**config.mk**
```make
export PLATFORM = sky130hd
export DESIGN_NAME = rot_cmd_fifo
export DESIGN_NICKNAME = d
export VERILOG_FILES = /design/src/rtl/rot_cmd_fifo.sv
export SDC_FILE = /design/constraint.sdc
export NUM_CORES = 1
export LEC_CHECK = 0
export ABC_AREA = 1
export CAP_MARGIN = 10
export CORE_MARGIN = 2
export CORE_UTILIZATION = 52
export DETAILED_ROUTE_END_ITERATION = 16
export PLACE_DENSITY_LB_ADDON = 0.25
export SLEW_MARGIN = 5
export SYNTH_ARGS = -nofsm -noshare
export SYNTH_HDL_FRONTEND = slang
export SYNTH_SLANG_ARGS = --single-unit
```
**constraint.sdc**
```tcl
create_clock -name clk -period 3.25 [get_ports clk]
set_clock_uncertainty 0.15 [all_clocks]
set_input_delay 0.65 -clock clk [delete_from_list [all_inputs] [get_ports clk]]
set_output_delay 0.65 -clock clk [all_outputs]
set_load 0.02 [all_outputs]
```
**src/rtl/rot_cmd_fifo.sv**
```systemverilog
// First-word fall-through command buffer for the rotate unit: stores {sel, data, shift} triples.
// Define ROT_CMD_FIFO_STATS_EN to add the saturating accepted_cnt push counter.
module rot_cmd_fifo #(
  parameter int DEPTH = 4,
  parameter int LVL_W = $clog2(DEPTH) + 1
) (
  input  logic             clk,
  input  logic             rst_n,
  input  logic             flush,
  input  logic             in_valid,
  output logic             in_ready,
  input  logic             in_sel,
  input  logic [31:0]      in_data,
  input  logic [4:0]       in_shift,
  output logic             out_valid,
  input  logic             out_ready,
  output logic             out_sel,
  output logic [31:0]      out_data,
  output logic [4:0]       out_shift,
  output logic [LVL_W-1:0] level
`ifdef ROT_CMD_FIFO_STATS_EN
  ,
  output logic [15:0]      accepted_cnt
`endif
);

  localparam int PTR_W = $clog2(DEPTH);

  typedef struct packed {
    logic        sel;
    logic [31:0] data;
    logic [4:0]  shift;
  } cmd_t;

  cmd_t             mem [DEPTH];
  logic [PTR_W-1:0] wrPtr;
  logic [PTR_W-1:0] rdPtr;
  logic             doPush;
  logic             doPop;
  cmd_t             head;

  // Handshake decodes depend only on stored level, so out_ready never reaches in_ready.
  assign in_ready  = (level != LVL_W'(DEPTH));
  assign out_valid = (level != '0);
  assign doPush    = in_valid && in_ready && !flush;
  assign doPop     = out_valid && out_ready && !flush;

  assign head      = mem[rdPtr];
  assign out_sel   = head.sel;
  assign out_data  = head.data;
  assign out_shift = head.shift;

  // NOTE: storage has no reset; level and pointers alone decide what is valid.
  always_ff @(posedge clk) begin
    if (doPush) begin
      mem[wrPtr] <= '{sel: in_sel, data: in_data, shift: in_shift};
    end
  end

  // NOTE: sequential state uses non-blocking assignments so every register samples pre-edge values.
  always_ff @(posedge clk or negedge rst_n) begin
    if (!rst_n) begin
      wrPtr <= '0;
      rdPtr <= '0;
      level <= '0;
    end else if (flush) begin
      wrPtr <= '0;
      rdPtr <= '0;
      level <= '0;
    end else begin
      // Power-of-two depth lets the pointers wrap by natural overflow.
      if (doPush) wrPtr <= wrPtr + PTR_W'(1);
      if (doPop)  rdPtr <= rdPtr + PTR_W'(1);
      if (doPush && !doPop)      level <= level + LVL_W'(1);
      else if (doPop && !doPush) level <= level - LVL_W'(1);
    end
  end

`ifdef ROT_CMD_FIFO_STATS_EN
  always_ff @(posedge clk or negedge rst_n) begin
    if (!rst_n) begin
      accepted_cnt <= '0;
    end else if (doPush && accepted_cnt != 16'hFFFF) begin
      accepted_cnt <= accepted_cnt + 16'd1;
    end
  end
`endif

endmodule

```
==> flow_metrics.env, run 1 <==
export IMPL_drcViolationCount=0
export IMPL_htree_num_levels=4
export IMPL_hold_viol=0
export IMPL_synth_edf_count=152
export IMPL_status="finished clean"
export IMPL_end_kind="output pin"
export IMPL_synth_area_leaders="edfxtp_1 75%, o21ai_0 6.1%, nor2_1 4.9%"
export IMPL_cts_buffers=17
export IMPL_maxCapViolations=0
export IMPL_portBuffers=85
export IMPL_hpwl_um=7250
export IMPL_setup_violations=0
export IMPL_p_total_uw=6036
export IMPL_holdWs_ns=0.3579
export IMPL_synth_common_cells="152 x edfxtp_1, 80 x nor2_1, 75 x o21ai_0"
export IMPL_grt_usage_pct=20.70
export IMPL_ys_seq_area_share_pct=77.58
export IMPL_dpl_cell_area_mm2=0.007222
export IMPL_critPathKind="flip-flop to output pin"
export IMPL_avgSynthCellArea_um2=14.11
export IMPL_layout_area_overhead_vs_synth_pct=26.56
export IMPL_pin_count=86
export IMPL_initial_core_util_pct=53.51
export IMPL_die_area_mm2=0.01263
export IMPL_hold_class="input pin to async pin"
export IMPL_synth_top_area_cell="edfxtp_1"
export IMPL_synth_fp_nets=481
export IMPL_drive_gt1_share_pct=9.647
export IMPL_synth_cell_types=25
export IMPL_numPlacedInstances=651
export IMPL_async_reset_ff_share_pct=4.403
export IMPL_core_area_mm2=0.01142
export IMPL_ys_warn_count=0
export IMPL_syn_area_mm2=0.006110
export IMPL_dieWidth_um=112.4
export IMPL_p_leak_uw=0.002655
export IMPL_ant_nets=0
export IMPL_min_period_ns=3.073
export IMPL_r2r_slack_ns=1.21
export IMPL_maxSlewViolCount=0
export IMPL_clk_pin_slew_ns=0.06
export IMPL_clock_path_buffers=2
export IMPL_antenna_found_initial=0
export IMPL_critPathLaunchType="flip-flop"
export IMPL_routedWlPerCell_um=18.17
export IMPL_cp_required_ns=2.45
export IMPL_slew_headroom_pct=71.20
export IMPL_worstMarginPinSlew_ns=0.4319
export IMPL_cellPowerDensity_mw_per_mm2=780.6
export IMPL_grt_remaining_overflow=0
export IMPL_grt_pass1_wl_um=19710
export IMPL_place_congestion=0.7733
export IMPL_cts_root_buffer="clkbuf_16"
export IMPL_yosysMostFrequentCell="edfxtp_1"
export IMPL_grt_pass1_vias=3760
export IMPL_die_h_um=112.4
export IMPL_post_cts_buffers=0
export IMPL_cts_sinks=159
export IMPL_design_area_mm2=0.007732
export IMPL_synth_seq_cells=159
export IMPL_via_per_inst=5.597
export IMPL_fmax_ghz=0.3254
export IMPL_period_share_pct=94.56
export IMPL_drtIter0Drc=207
export IMPL_grt_start_max_net_pins=78
export IMPL_routed_wirelength_um=12390
export IMPL_rsz0062_at_grt="false"
export IMPL_route_vias_total=3817
export IMPL_cts_tree="yes"
export IMPL_synth_main_ff_cell="edfxtp_1"
export IMPL_stdcell_count=682
export IMPL_tns_ns=0
export IMPL_drt_pass1_iter_count=6
export IMPL_arrival_ns=2.27
export IMPL_diodes=0
export IMPL_layout_nets=575
export IMPL_critPathMaxFanout=38
export IMPL_insertion_delay_ns=0.41
export IMPL_rows=39
export IMPL_syn_inst=433
export IMPL_synth_top_area_share_pct=74.71
export IMPL_vdd_ir_drop_max_v=0.0005007
==> metrics by stage <==
| step | utilization, % | worst slack, ns |
|---|---|---|
| finish | 67.72 | 0.1767 |
| global route | 67.72 | 0.04205 |
| CTS | 67.71 | 0.09932 |
| detailed placement | 63.25 | 0.4979 |
| global placement | 63.25 | 0.5648 |
| floorplan | - | -0.04418 |
==> final timing paths <==
| check | startpoint | end | cells after the start |
|---|---|---|---|
| setup reg to reg | level[2] | mem[1][21] | 6 |
| hold reg to reg | level[1] | level[1] | 2 |
| max in group asynchronous | rst_n | rdPtr[0] | 1 |
| setup / recovery | rdPtr[1] | out_data[20] | 4 |
| min in group clk | level[1] | level[1] | 2 |
| hold / removal | rst_n | level[0] | 1 |
==> metal layers <==
| layer | track usage (%) | routed length [µm] | up-vias |
|---|---|---|---|
| met5 | 0 | 0 | - |
| met4 | 8.862 | 192 | 0 |
| met3 | 5.022 | 766 | 16 |
| met2 | 33.29 | 6274 | 139 |
| met1 | 27.31 | 5158 | 1868 |
| li1 | - | - | 1794 |
==> cells in the final DEF, fill, tap and decap left out, types with 3 or more instances in the layout <==
master and count:
nor2_1 76, clkdlybuf4s50_1 85, inv_1 15, clkbuf_16 17
buf_4 10, o21ai_1 4, o21ai_0 75, nand3_1 3
buf_12 4, o22ai_1 38, clkinv_2 5, nand2_1 14
nand2_4 3, a21oi_1 3, nor2_4 5, clkinv_1 8
dfrtp_1 6, ha_1 4, edfxtp_1 152
==> flip-flops by register name, summed over array words and instances, names as in the netlist <==
name,count
wrPtr,2
rdPtr,2
mem,152
level,3
==> report_power, final <==
group | leakage (µW) | switching [µW] | internal, µW | total, µW
combinational | 0.000930 | 1100 | 765 | 1860
sequential | 0.00147 | 55.1 | 2400 | 2450
clock | 0.000253 | 703 | 1020 | 1720
total | 0.00265 | 1860 | 4180 | 6040
==> area by class of cell <==
| class | count | area (µm²) |
|---|---|---|
| tap | 143 | 178.9 |
| clock buffer | 18 | 429.2 |
| timing repair buffer | 99 | 1006 |
| multi-input combinational | 233 | 1232 |
| sequential | 159 | 4741 |
| clock inverter | 13 | 80.08 |
| fill | 829 | 3686 |
| inverter | 17 | 65.06 |
==> cell families (layout without fill, tap and decap cells) <==
logic type               count (synthesis)  in the layout  synth area share (%)
flip-flops                             159            159                 77.58
AO/OA/AOI/OAI                          122            122                 11.02
AND/OR/NAND/NOR                        105            105                 7.373
buffers and inverters                   41            147                 2.744
adder cells (fa/ha/maj)                  5              5                 1.147
XOR/XNOR                                 1              1                0.1434
==> worst max-delay path: stages, from the launching register on <==
cell and delay (ns):
dfrtp_1 0.34, buf_4 0.39, o21ai_0 0.16, o22ai_1 0.29
clkdlybuf4s50_1 0.67
==> repair_timing <==
item                       in CTS  in global routing
hold buffers                    0                  0
setup endpoints to repair       0                  2
gates resized for setup         0                  1
Note: power is estimated with default switching activity, not from simulation.
==> inputs of run 2 (changes only) <==
Settings changed: ABC_AREA 1 to default.
==> flow_metrics.env, run 2 <==
export IMPL_status="finished clean"
export IMPL_grt_pass1_vias=3062
export IMPL_synthSimpleGateAreaFrac_pct=1.959
export IMPL_clk_pin_slew_ns=0.06
export IMPL_worstMarginPinSlew_ns=0.3902
export IMPL_cts_root_buffer="clkbuf_16"
export IMPL_ys_warn_count=0
export IMPL_synth_compound_area_share_pct=1.167
export IMPL_synth_seq_cells=159
export IMPL_dieWidth_um=111.5
export IMPL_synth_fp_nets=308
export IMPL_tns_ns=0
export IMPL_synth_cell_types=29
export IMPL_diodes=0
export IMPL_synth_xor_area_share_pct=0.5835
export IMPL_critPathKind="flip-flop to output pin"
export IMPL_r2r_slack_ns=0.70
export IMPL_p_leak_uw=0.002556
export IMPL_layout_common_cells="152 x edfxtp_1, 85 x clkdlybuf4s50_1, 39 x mux4_2"
export IMPL_htree_num_levels=4
export IMPL_final_common_cell="edfxtp_1"
export IMPL_period_share_pct=95.65
export IMPL_largest_reg_flops=152
export IMPL_cts_resized_gates=0
export IMPL_core_area_mm2=0.01132
export IMPL_critPathMaxFanout=9
export IMPL_regMostFlops="mem"
export IMPL_avgSynthCellArea_um2=23.09
export IMPL_min_period_ns=3.109
export IMPL_hold_class="input pin to async pin"
export IMPL_drcViolationCount=0
export IMPL_routed_wirelength_um=10570
export IMPL_nFillCells=719
export IMPL_cts_tree="yes"
export IMPL_critPathLaunchType="flip-flop"
export IMPL_cts_sinks=159
export IMPL_syn_area_mm2=0.006005
export IMPL_p_total_uw=6173
export IMPL_synth_top_family_by_area="multiplexers"
export IMPL_drive_gt1_share_pct=22.87
export IMPL_synth_top_area_share_pct=76.02
export IMPL_cellPowerDensity_mw_per_mm2=788.9
export IMPL_synthMuxAreaShare_pct=14.79
export IMPL_ys_seq_area_share_pct=78.93
export IMPL_rsz0062_at_grt="false"
export IMPL_maxCapViolations=0
export IMPL_cp_required_ns=2.45
export IMPL_rows=39
export IMPL_initial_core_util_pct=53.04
export IMPL_arrival_ns=2.31
export IMPL_numPlacedInstances=488
export IMPL_portBuffers=85
export IMPL_syn_inst=260
export IMPL_synth_area_leaders="edfxtp_1 76%, mux4_2 15%, dfrtp_1 2.9%"
export IMPL_die_h_um=111.5
export IMPL_layout_nets=412
export IMPL_synth_edf_count=152
export IMPL_die_area_mm2=0.01242
export IMPL_async_reset_ff_share_pct=4.403
export IMPL_ant_nets=0
export IMPL_dpl_cell_area_mm2=0.007153
export IMPL_hpwl_um=6296
export IMPL_cts_buffers=17
export IMPL_maxSlewViolCount=0
export IMPL_synth_common_cells="152 x edfxtp_1, 39 x mux4_2, 8 x clkbuf_1"
export IMPL_end_kind="output pin"
export IMPL_hold_viol=0
export IMPL_stdcell_count=519
export IMPL_clock_path_buffers=2
export IMPL_cts_hold_buf=0
export IMPL_drt_pass1_iter_count=6
export IMPL_antenna_found_initial=0
export IMPL_slew_headroom_pct=73.90
export IMPL_grt_usage_pct=18.83
export IMPL_design_area_mm2=0.007825
export IMPL_pin_count=86
export IMPL_synthAdderAreaFrac_pct=1.167
export IMPL_place_congestion=0.7938
export IMPL_fmax_ghz=0.3217
export IMPL_grt_remaining_overflow=0
export IMPL_grt_start_max_net_pins=39
export IMPL_final_util_pct=69.12
export IMPL_grt_pass1_wl_um=17170
export IMPL_layout_area_overhead_vs_synth_pct=30.32
export IMPL_setup_violations=0
export IMPL_vdd_ir_drop_max_v=0.0004457
export IMPL_via_per_inst=5.532
export IMPL_routedWlPerCell_um=20.36
export IMPL_insertion_delay_ns=0.41
export IMPL_route_vias_total=2871
export IMPL_post_cts_buffers=0
export IMPL_reg_top3="mem (152), level (3)"
export IMPL_drtIter0Drc=225
export IMPL_synth_top_area_cell="edfxtp_1"
export IMPL_yosysMostFrequentCell="edfxtp_1"
export IMPL_synth_main_ff_cell="edfxtp_1"
==> run 2: per-layer routing <==
metal / vias to the layer above / wire [µm] / GRT usage (%)
met3: 11 / 581 / 6.042
met4: 0 / 156 / 7.243
met2: 83 / 5210 / 29.47
met5: - / 0 / 0
met1: 1490 / 4617 / 25.19
li1: 1287 / - / -
==> run 2: path summary, 6_finish.rpt <==
path | start | to | cells past startpoint
max | rdPtr[0] | out_data[19] | 3
min | rst_n | wrPtr[1] | 1
max reg2reg | level[1] | level[1] | 7
min reg2reg | wrPtr[1] | wrPtr[1] | 2
max in group asynchronous | rst_n | rdPtr[1] | 1
min in group clk | wrPtr[1] | wrPtr[1] | 2
==> run 2: final cells by class <==
type                    instances  area (µm²)  area share, %
well taps                     143       178.9          2.287
inverters                       6       22.52         0.2878
clock inverters                13       242.7          3.102
multi-input cells              82        1186          15.16
flip-flops and latches        159        4742          60.60
repair buffers                 98        1023          13.08
clock buffers                  18       429.2          5.484
==> run 2: critical path, cell delays in order (launching register included) <==
cell             delay [ns]
dfrtp_2                0.56
buf_4                  0.26
mux4_2                 0.53
clkdlybuf4s50_1        0.55
==> run 2: metrics by stage <==
stage	setup WS (ns)	hold WS, ns
finish	0.1413	0.3824
floorplan	0.5778	0.2044
detailed placement	0.2580	0.4177
CTS	0.07158	0.3656
global placement	0.3575	0.4109
global route	0.02328	0.3687
==> run 2: logic make-up (layout without fill, tap and decap cells) <==
group | Yosys count | after routing
muxes | 40 | 40
xor gates and xnor gates | 4 | 4
and+or+nand+nor | 23 | 23
adders and majority gates | 5 | 5
AOI/OAI and AO/OA | 10 | 10
buffers and inverters | 19 | 135
DFF | 159 | 159
==> run 2: where the power goes <==
| group | total (µW) | leakage (µW) | switching [µW] | internal [µW] |
|---|---|---|---|---|
| Clock | 2230 | 0.000322 | 725 | 1500 |
| Combinational | 1480 | 0.000764 | 686 | 789 |
| Sequential | 2470 | 0.00147 | 80.5 | 2390 |
| Total | 6170 | 0.00256 | 1490 | 4680 |
==> inputs of run 3 (changes only) <==
Settings changed: ABC_CLOCK_PERIOD_IN_PS from default to 3250, CORE_UTILIZATION 52 to 54, CTS_CLUSTER_DIAMETER from default to 50.
==> flow_metrics.env, run 3 (synthesis results as in run 2) <==
export IMPL_status="finished clean"
export IMPL_fin_ws_ns=0.1309
export IMPL_p_int_uw=4358
export IMPL_maxSlewViolCount=0
export IMPL_final_util_pct=71.42
export IMPL_routed_wirelength_um=10960
export IMPL_core_area_mm2=0.01084
export IMPL_rows=38
export IMPL_clock_path_buffers=2
export IMPL_period_share_pct=95.97
export IMPL_min_period_ns=3.119
export IMPL_max_stage_delay_ns=0.57
export IMPL_slowest_stage="clkdlybuf4s50_1"
export IMPL_grt_pass1_wl_um=16970
export IMPL_critPathMaxFanout=14
export IMPL_grt_start_max_net_pins=39
export IMPL_fmax_ghz=0.3206
export IMPL_reg_top3="mem (152), level (3)"
export IMPL_design_area_mm2=0.007742
export IMPL_via_per_inst=5.571
export IMPL_power_net_switching_uw=1507
export IMPL_place_congestion=0.7908
export IMPL_cts_tree="yes"
export IMPL_grt_pass1_vias=3221
export IMPL_die_area_mm2=0.01198
export IMPL_antenna_found_initial=0
export IMPL_hold_class="input pin to async pin"
export IMPL_setup_violations=0
export IMPL_slew_headroom_pct=75.45
export IMPL_cts_hold_buf=0
export IMPL_layout_area_overhead_vs_synth_pct=28.94
export IMPL_dpl_cell_area_mm2=0.007154
export IMPL_tns_ns=0
export IMPL_hold_viol=0
export IMPL_die_h_um=109.5
export IMPL_p_leak_uw=0.002525
export IMPL_ant_nets=0
export IMPL_drive_gt1_share_pct=23.28
export IMPL_largest_reg_flops=152
export IMPL_htree_num_levels=4
export IMPL_rsz0062_at_grt="false"
export IMPL_clockPowerShare_pct=32.2
export IMPL_worstPathCellList="buf_12 -> mux4_2 -> clkdlybuf4s50_1"
export IMPL_maxCapViolations=0
export IMPL_insertion_delay_ns=0.51
export IMPL_layout_nets=413
export IMPL_regMostFlops="mem"
export IMPL_cellPowerDensity_mw_per_mm2=757.4
export IMPL_end_kind="output pin"
export IMPL_hpwl_um=6435
export IMPL_cts_sinks=159
export IMPL_pre_cts_ws_ns=0.2462
export IMPL_portBuffers=85
export IMPL_drcViolationCount=0
export IMPL_cts_root_buffer="clkbuf_8"
export IMPL_p_sw_share_pct=25.69
export IMPL_p_comb_share_pct=25.7
export IMPL_critPathLaunchType="flip-flop"
export IMPL_vdd_ir_drop_max_v=0.0003887
export IMPL_grt_usage_pct=20.24
export IMPL_critPathKind="flip-flop to output pin"
export IMPL_cp_required_ns=2.45
export IMPL_nFillCells=644
export IMPL_diodes=0
export IMPL_pin_count=86
export IMPL_clk_pin_slew_ns=0.06
export IMPL_routedWlPerCell_um=21.15
export IMPL_final_common_cell="edfxtp_1"
export IMPL_dieWidth_um=109.5
export IMPL_layout_common_cells="152 x edfxtp_1, 85 x clkdlybuf4s50_1, 39 x mux4_2"
export IMPL_cts_buffers=17
export IMPL_worstMarginPinSlew_ns=0.3672
export IMPL_initial_core_util_pct=55.39
export IMPL_drt_pass1_iter_count=4
export IMPL_power_frac_seq_pct=42.1
export IMPL_grt_remaining_overflow=0
export IMPL_drtIter0Drc=163
export IMPL_route_vias_total=2886
export IMPL_arrival_ns=2.32
==> run 3: changes by cell type in the layout (fill, tap and decap cells not counted), sizes merged <==
cell,delta
buf,+1
bufinv,-4
clkbuf,+3
clkinv,+3
clkinvlp,-1
==> run 3: power by group through the flow <==
stage          sequential [µW]  combinational (µW)  clock, µW
2_1_floorplan             2480                 881          0
3_3_place_gp              2510                1470          0
3_5_place_dp              2520                1490          0
4_1_cts                   2470                1530       1930
5_1_grt                   2480                1620       2010
6_report                  2470                1500       1890
==> run 3: final timing paths <==
check / startpoint / end / slack (ns) / cells past startpoint
worst max-delay path: rdPtr[0] / out_data[3] / 0.13 / 3
worst min-delay path: rst_n / level[1] / 0.27 / 1
worst max register to register: level[0] / level[1] / 0.68 / 7
worst min register to register: wrPtr[1] / wrPtr[1] / 0.44 / 2
max in group asynchronous: rst_n / rdPtr[0] / 2.38 / 1
min in group clk: wrPtr[1] / wrPtr[1] / 0.44 / 2
==> run 3: worst max-delay path, delay by kind of cell, from the launching register on <==
family,cells,cell delay (ns)
multiplexers,1,0.56
buffers and inverters,2,0.76
flip-flops,1,0.48
==> run 3: what timing repair did <==
action / CTS / global route
resized for setup: 1 / 0
setup endpoints to repair: 26 / 0
buffers inserted: 2 / 0
==> run 3: area by class of cell <==
class | instances | area, µm² | area share [%]
clock buffer | 21 | 429.2 | 5.543
clock inverter | 11 | 141.4 | 1.826
inverter | 6 | 22.52 | 0.2909
multi-input combinational | 82 | 1186 | 15.32
sequential | 159 | 4745 | 61.28
tap | 140 | 175.2 | 2.262
timing repair buffer | 99 | 1044 | 13.48
==> run 3: stage by stage <==
stage / total power (µW) / hold WS (ns) / instances
floorplan: 3362 / 0.2044 / 260
global placement: 3982 / 0.4100 / 484
detailed placement: 4010 / 0.4318 / 484
CTS: 5933 / 0.2623 / 518
global route: 6105 / 0.2630 / 518
finish: 5864 / 0.2689 / 518
==> run 3: metal layers <==
layer	global-route usage (%)	share of wire, %	wire length (µm)
met2	34.48	54	5874
met4	8.680	1.5	164
met1	24.64	40	4436
met3	5.276	4.4	480
met5	0	0	0
